<file path="src/rtl/multicycle_control.sv">
// Sequencing FSM for the multi-cycle RV32I core: walks the shared ALU and unified memory
// through fetch/decode/execute/memory/writeback and traps on a stalled memory access.
module multicycle_control #(
  parameter int unsigned TIMEOUT_CYCLES = 15
) (
  input  logic       clk,
  input  logic       reset,
  input  logic [6:0] opcode,
  input  logic       zero,
  input  logic       mem_ready,
  output logic       pc_en,
  output logic       ir_write,
  output logic       adr_src,
  output logic       mem_read,
  output logic       mem_write,
  output logic       reg_write,
  output logic [1:0] alu_src_a,
  output logic [1:0] alu_src_b,
  output logic [1:0] alu_op,
  output logic [1:0] result_src,
  output logic       instr_done,
  output logic       illegal_op,
  output logic       mem_err,
  output logic [3:0] state_o
);

  typedef enum logic [3:0] {
    S_IDLE     = 4'd0,
    S_FETCH    = 4'd1,
    S_DECODE   = 4'd2,
    S_MEMADR   = 4'd3,
    S_MEMREAD  = 4'd4,
    S_MEMWB    = 4'd5,
    S_MEMWRITE = 4'd6,
    S_EXECR    = 4'd7,
    S_EXECI    = 4'd8,
    S_ALUWB    = 4'd9,
    S_BRANCH   = 4'd10,
    S_JAL      = 4'd11,
    S_LUI      = 4'd12,
    S_AUIPC    = 4'd13,
    S_TRAP     = 4'd15
  } state_t;

  typedef struct packed {
    logic       pc_write;
    logic       branch;
    logic       ir_write;
    logic       adr_src;
    logic       mem_read;
    logic       mem_write;
    logic       reg_write;
    logic [1:0] alu_src_a;
    logic [1:0] alu_src_b;
    logic [1:0] alu_op;
    logic [1:0] result_src;
    logic       instr_done;
    logic       illegal_op;
  } ctrl_t;

  localparam logic [6:0] OP_LOAD   = 7'b0000011;
  localparam logic [6:0] OP_STORE  = 7'b0100011;
  localparam logic [6:0] OP_RTYPE  = 7'b0110011;
  localparam logic [6:0] OP_ITYPE  = 7'b0010011;
  localparam logic [6:0] OP_BRANCH = 7'b1100011;
  localparam logic [6:0] OP_JAL    = 7'b1101111;
  localparam logic [6:0] OP_LUI    = 7'b0110111;
  localparam logic [6:0] OP_AUIPC  = 7'b0010111;

  localparam logic [1:0] A_PC = 2'b00, A_OLDPC = 2'b01, A_RS1 = 2'b10;
  localparam logic [1:0] B_RS2 = 2'b00, B_IMM = 2'b01, B_FOUR = 2'b10;
  localparam logic [1:0] OP_ADD = 2'b00, OP_SUB = 2'b01, OP_FUNCT = 2'b10;
  localparam logic [1:0] R_ALUOUT = 2'b00, R_MEM = 2'b01, R_ALU = 2'b10, R_IMM = 2'b11;

  // Trap fires on the cycle that would be the TIMEOUT_CYCLES-th consecutive stall.
  localparam logic [7:0] WAIT_LAST = 8'(TIMEOUT_CYCLES - 1);

  state_t     state, state_nxt;
  logic [7:0] wait_cnt;
  logic       in_wait;
  logic       wait_hit;
  ctrl_t      ctrl;

  assign in_wait  = (state == S_FETCH) || (state == S_MEMREAD) || (state == S_MEMWRITE);
  assign wait_hit = in_wait && !mem_ready && (wait_cnt == WAIT_LAST);

  // State register
  always_ff @(posedge clk or posedge reset) begin
    if (reset) state <= S_IDLE;
    else       state <= state_nxt;
  end

  // Counter is zero in every non-wait state, so entry into a wait state starts from 0.
  always_ff @(posedge clk or posedge reset) begin
    if (reset)                    wait_cnt <= '0;
    else if (!in_wait || mem_ready) wait_cnt <= '0;
    else                          wait_cnt <= wait_cnt + 8'd1;
  end

  always_ff @(posedge clk or posedge reset) begin
    if (reset)         mem_err <= 1'b0;
    else if (wait_hit) mem_err <= 1'b1;
  end

  // Next-state logic
  always_comb begin
    state_nxt = state;
    unique case (state)
      S_IDLE:  state_nxt = S_FETCH;
      S_FETCH: begin
        if (wait_hit)       state_nxt = S_TRAP;
        else if (mem_ready) state_nxt = S_DECODE;
      end
      S_DECODE: begin
        unique case (opcode)
          OP_LOAD, OP_STORE: state_nxt = S_MEMADR;
          OP_RTYPE:          state_nxt = S_EXECR;
          OP_ITYPE:          state_nxt = S_EXECI;
          OP_BRANCH:         state_nxt = S_BRANCH;
          OP_JAL:            state_nxt = S_JAL;
          OP_LUI:            state_nxt = S_LUI;
          OP_AUIPC:          state_nxt = S_AUIPC;
          default:           state_nxt = S_FETCH;
        endcase
      end
      S_MEMADR:  state_nxt = (opcode == OP_LOAD) ? S_MEMREAD : S_MEMWRITE;
      S_MEMREAD: begin
        if (wait_hit)       state_nxt = S_TRAP;
        else if (mem_ready) state_nxt = S_MEMWB;
      end
      S_MEMWRITE: begin
        if (wait_hit)       state_nxt = S_TRAP;
        else if (mem_ready) state_nxt = S_FETCH;
      end
      S_MEMWB:  state_nxt = S_FETCH;
      S_EXECR:  state_nxt = S_ALUWB;
      S_EXECI:  state_nxt = S_ALUWB;
      S_AUIPC:  state_nxt = S_ALUWB;
      S_ALUWB:  state_nxt = S_FETCH;
      S_BRANCH: state_nxt = S_FETCH;
      S_JAL:    state_nxt = S_ALUWB;
      S_LUI:    state_nxt = S_FETCH;
      S_TRAP:   state_nxt = S_TRAP;
      default:  state_nxt = S_TRAP;
    endcase
  end

  // Output decode
  always_comb begin
    ctrl = '0;
    unique case (state)
      S_FETCH: begin
        ctrl.mem_read = 1'b1;
        ctrl.adr_src  = 1'b0;
        ctrl.alu_src_a = A_PC;
        ctrl.alu_op    = OP_ADD;
        if (mem_ready) begin
          ctrl.ir_write   = 1'b1;
          ctrl.pc_write   = 1'b1;
          ctrl.alu_src_b  = B_FOUR;
          ctrl.result_src = R_ALU;
        end
      end
      S_DECODE: begin
        ctrl.alu_src_a = A_OLDPC;
        ctrl.alu_src_b = B_IMM;
        ctrl.alu_op    = OP_ADD;
        unique case (opcode)
          OP_LOAD, OP_STORE, OP_RTYPE, OP_ITYPE,
          OP_BRANCH, OP_JAL, OP_LUI, OP_AUIPC: ctrl.illegal_op = 1'b0;
          default:                             ctrl.illegal_op = 1'b1;
        endcase
      end
      S_MEMADR: begin
        ctrl.alu_src_a = A_RS1;
        ctrl.alu_src_b = B_IMM;
        ctrl.alu_op    = OP_ADD;
      end
      S_MEMREAD: begin
        ctrl.mem_read = 1'b1;
        ctrl.adr_src  = 1'b1;
      end
      S_MEMWB: begin
        ctrl.result_src = R_MEM;
        ctrl.reg_write  = 1'b1;
        ctrl.instr_done = 1'b1;
      end
      S_MEMWRITE: begin
        ctrl.mem_write  = 1'b1;
        ctrl.adr_src    = 1'b1;
        ctrl.instr_done = mem_ready;
      end
      S_EXECR: begin
        ctrl.alu_src_a = A_RS1;
        ctrl.alu_src_b = B_RS2;
        ctrl.alu_op    = OP_FUNCT;
      end
      S_EXECI: begin
        ctrl.alu_src_a = A_RS1;
        ctrl.alu_src_b = B_IMM;
        ctrl.alu_op    = OP_FUNCT;
      end
      S_AUIPC: begin
        ctrl.alu_src_a = A_OLDPC;
        ctrl.alu_src_b = B_IMM;
        ctrl.alu_op    = OP_ADD;
      end
      S_ALUWB: begin
        ctrl.result_src = R_ALUOUT;
        ctrl.reg_write  = 1'b1;
        ctrl.instr_done = 1'b1;
      end
      S_BRANCH: begin
        ctrl.alu_src_a  = A_RS1;
        ctrl.alu_src_b  = B_RS2;
        ctrl.alu_op     = OP_SUB;
        ctrl.result_src = R_ALUOUT;
        ctrl.branch     = 1'b1;
        ctrl.instr_done = 1'b1;
      end
      S_JAL: begin
        // PC takes the DECODE-time target held in ALUOut while the ALU forms oldPC+4.
        ctrl.alu_src_a  = A_OLDPC;
        ctrl.alu_src_b  = B_FOUR;
        ctrl.alu_op     = OP_ADD;
        ctrl.result_src = R_ALUOUT;
        ctrl.pc_write   = 1'b1;
      end
      S_LUI: begin
        ctrl.result_src = R_IMM;
        ctrl.reg_write  = 1'b1;
        ctrl.instr_done = 1'b1;
      end
      default: ctrl = '0;
    endcase
  end

  assign pc_en      = ctrl.pc_write | (ctrl.branch & zero);
  assign ir_write   = ctrl.ir_write;
  assign adr_src    = ctrl.adr_src;
  assign mem_read   = ctrl.mem_read;
  assign mem_write  = ctrl.mem_write;
  assign reg_write  = ctrl.reg_write;
  assign alu_src_a  = ctrl.alu_src_a;
  assign alu_src_b  = ctrl.alu_src_b;
  assign alu_op     = ctrl.alu_op;
  assign result_src = ctrl.result_src;
  assign instr_done = ctrl.instr_done;
  assign illegal_op = ctrl.illegal_op;
  assign state_o    = state;

endmodule

</file>
<file path="config.mk">
export PLATFORM = sky130hd
export DESIGN_NAME = multicycle_control
export DESIGN_NICKNAME = d
export VERILOG_FILES = /design/src/rtl/multicycle_control.sv
export SDC_FILE = /design/constraint.sdc
export NUM_CORES = 1
export LEC_CHECK = 0
export ABC_AREA = 1
export BUFFER_PORTS_ARGS = -buffer_cell sky130_fd_sc_hd__buf_4
export CELL_PAD_IN_SITES_DETAIL_PLACEMENT = 1
export CELL_PAD_IN_SITES_GLOBAL_PLACEMENT = 2
export CORE_MARGIN = 5
export CORE_UTILIZATION = 25
export DETAILED_ROUTE_END_ITERATION = 7
export GPL_TIMING_DRIVEN = 0
export PLACE_DENSITY_LB_ADDON = 0.25
export SYNTH_ARGS = -nofsm -noshare
export SYNTH_HDL_FRONTEND = slang
export SYNTH_SLANG_ARGS = --single-unit
</file>
<file path="constraint.sdc">
create_clock -name clk -period 1.7 [get_ports clk]
set_clock_uncertainty 0.15 [all_clocks]
set_input_delay 0.085 -clock clk [delete_from_list [all_inputs] [get_ports clk]]
set_output_delay 0.085 -clock clk [all_outputs]
set_load 0.03 [all_outputs]
</file>
==> metrics.yaml <==
initial_core_util: 0.259
grt_pass1_wl_um: 6040
root_buffer: "clkbuf_8"
finalSetupViolCount: 2
cap_violations: 0
ys.warnings.count: 0
yosysSeqAreaShare: 0.314
path_clk_slew_ps: 50
cp-end-kind: "primary output"
synth_area_um2: 1040
relSlewSlack: 0.656
drt-total-wl_um: 3790
syn_inst: 168
cts_buffers: 3
synth.avg_cell_area_um2: 6.17
port_buffers: 31
cp-start-kind: "flop"
p_leak_nw: 0.935
wire_per_inst_um: 13.7
outcome: "complete, but fails checks"
die_w_um: 74.4
maxSlewViolCount: 0
period_share: 1.01
gp_congestion: 0.822
timing.final.ws_setup_ps: -10.6
power_density_nw_per_um2: 1580
worstHoldPathType: "in -> reg"
core_um2: 4000
grt_max_degree: 14
num_rows: 23
fin_total_pwr_mw: 2.77
dp_hpwl_um: 2740
period_needed_ps: 1710
path_class: "reg -> out"
clk_latency_ps: 250
first_pass_iters: 4
fillers: 514
slowest_delay_ps: 480
hold_violations: 0
worstPathRequired_ps: 1460
die_h_um: 74.4
grt_antenna_before_repair: 0
dieArea_um2: 5540
ant_nets: 0
vias: 1299
final_cell_count_no_fill: 277
max_freq_mhz: 585
crit_slowest_cell: "dfrtp_2"
grtUsageTotal: 0.139
multi_input_area_um2: 753
worstMarginPinSlew_ps: 516
diodes: 0
cp.arrival_ps: 1480
grt_pass1_vias: 1339
cp_max_fo: 6
rsz0062_at_grt: "yes"
yosysUniqueCellTypes: 23
final_nets: 241
fin_tns_setup_ps: -13.6
drive_above_1_share: 0.436
vias_per_cell: 4.69
crit_chain: "nand2_2, nor2_4, inv_1, o211ai_1, a211o_1, buf_6"
ir_worst_vdd_mv: 0.509
cts_tree: "yes"
violations: "negative setup slack"
register_area_um2: 330
remaining_drc_errors: 0
dp.cells: 249
syn_nets: 181
clkSinkCount: 13
clock_path_buffers: 2
area_growth_pct: 69.4
first_iter_violations: 43
ios: 32
yosys_register_bits: 13
whs_ps: 137
overflow: 0
htree_levels: 1
[layout by cell type (no fill, tap or decap), types with 2 or more instances in the layout]
cell type | synthesis | routed
a21oi_1 | 6 | 5
buf_4 | 0 | 46
buf_6 | 0 | 7
clkbuf_8 | 0 | 3
dfrtp_1 | 13 | 9
dfrtp_2 | 0 | 4
dlygate4sd3_1 | 0 | 2
ha_1 | 2 | 2
inv_1 | 29 | 24
inv_2 | 2 | 5
inv_4 | 0 | 2
nand2_1 | 39 | 30
nand2_2 | 1 | 5
nand2_4 | 0 | 4
nand3_1 | 12 | 7
nand3_2 | 0 | 4
nand4_1 | 6 | 6
nor2_1 | 33 | 26
nor2_2 | 3 | 4
nor2_4 | 0 | 6
nor3_1 | 5 | 4
o211ai_1 | 2 | 2
o21ai_0 | 6 | 3
o21ai_1 | 0 | 2
o21ai_2 | 1 | 2
[cell usage after synthesis]
cell	number	area, µm²
a211o_1	1	8.76
a21o_1	1	7.51
a21oi_1	6	30.0
a21oi_4	1	16.3
a31oi_1	1	6.26
and2_1	1	6.26
and3_1	1	6.26
dfrtp_1	13	325
ha_1	2	25.0
inv_1	29	109
inv_2	2	7.51
nand2_1	39	146
nand2_2	1	6.26
nand3_1	12	60.1
nand4_1	6	37.5
nor2_1	33	124
nor2_2	3	18.8
nor3_1	5	25.0
o211ai_1	2	15.0
o21ai_0	6	30.0
o21ai_2	1	8.76
xnor2_1	1	8.76
xor2_1	1	8.76
[through the flow]
stage | cell area, µm² | utilization | worst slack [ps]
floorplan | 1060 | - | -98.7
global placement | 1360 | 0.339 | -25.7
detailed placement | 1360 | 0.339 | -67.4
CTS | 1540 | 0.386 | -25.9
global route | 1760 | 0.439 | -87.7
finish | 1760 | 0.439 | -10.6
[report_power, final]
| part | total (mW) | switching [mW] | internal (mW) | leakage (nW) |
|---|---|---|---|---|
| sequential | 0.480 | 0.107 | 0.373 | 0.165 |
| combinational | 2.00 | 1.19 | 0.812 | 0.747 |
| clock | 0.283 | 0.117 | 0.166 | 0.0228 |
| total | 2.77 | 1.42 | 1.35 | 0.935 |
[sequential cells by signal, indices dropped and copies added (netlist names)]
signal,cells
mem_err,1
state_o,4
wait_cnt,8
[logic make-up after synthesis]
kind of cell | count (synthesis) | synth area share
flops | 13 | 0.314
simple gates | 101 | 0.415
fa+ha+maj | 2 | 0.0241
buf+inv | 31 | 0.112
xor+xnor | 2 | 0.0169
compound gates | 19 | 0.118
[area by class of cell]
cell class	count	area share
multi-input combinational	124	0.429
timing repair buffer	55	0.253
sequential	13	0.188
inverter	31	0.0691
tap	50	0.0356
clock buffer	4	0.0256
[final timing paths]
check                                    endpoint  depth (start not counted)              startpoint  slack, ps
max in group asynchronous  state_o[2]$_DFFE_PP0P_                          3                   reset        750
max                                    instr_done                          6  state_o[2]$_DFFE_PP0P_        -10
min in group asynchronous   wait_cnt[2]$_DFF_PP0_                          3                   reset        280
max reg2reg                state_o[2]$_DFFE_PP0P_                          8  state_o[2]$_DFFE_PP0P_         20
min reg2reg                 wait_cnt[0]$_DFF_PP0_                          1   wait_cnt[0]$_DFF_PP0_        320
min                        state_o[1]$_DFFE_PP0P_                          7               opcode[6]        140
[routing by layer]
metal / track usage / up-vias / part of all wire
li1: - / 655 / -
met1: 0.192 / 623 / 0.47
met2: 0.217 / 16 / 0.48
met3: 0.0203 / 5 / 0.034
met4: 0.0573 / 0 / 0.013
met5: 0 / - / 0
[what timing repair did]
action	CTS	global route
resized for setup	15	30
pin swaps	9	11
setup endpoints to repair	10	16
hold buffers	2	0
endpoints found under the hold margin	14	0
setup buffers	10	12
[critical path, delay by kind of cell, from the launching register on]
| family | cells | cell delay, ps |
|---|---|---|
| flops | 1 | 480 |
| compound gates | 2 | 350 |
| buf+inv | 2 | 200 |
| simple gates | 2 | 180 |
No activity file was read; power rests on OpenSTA's default activity.
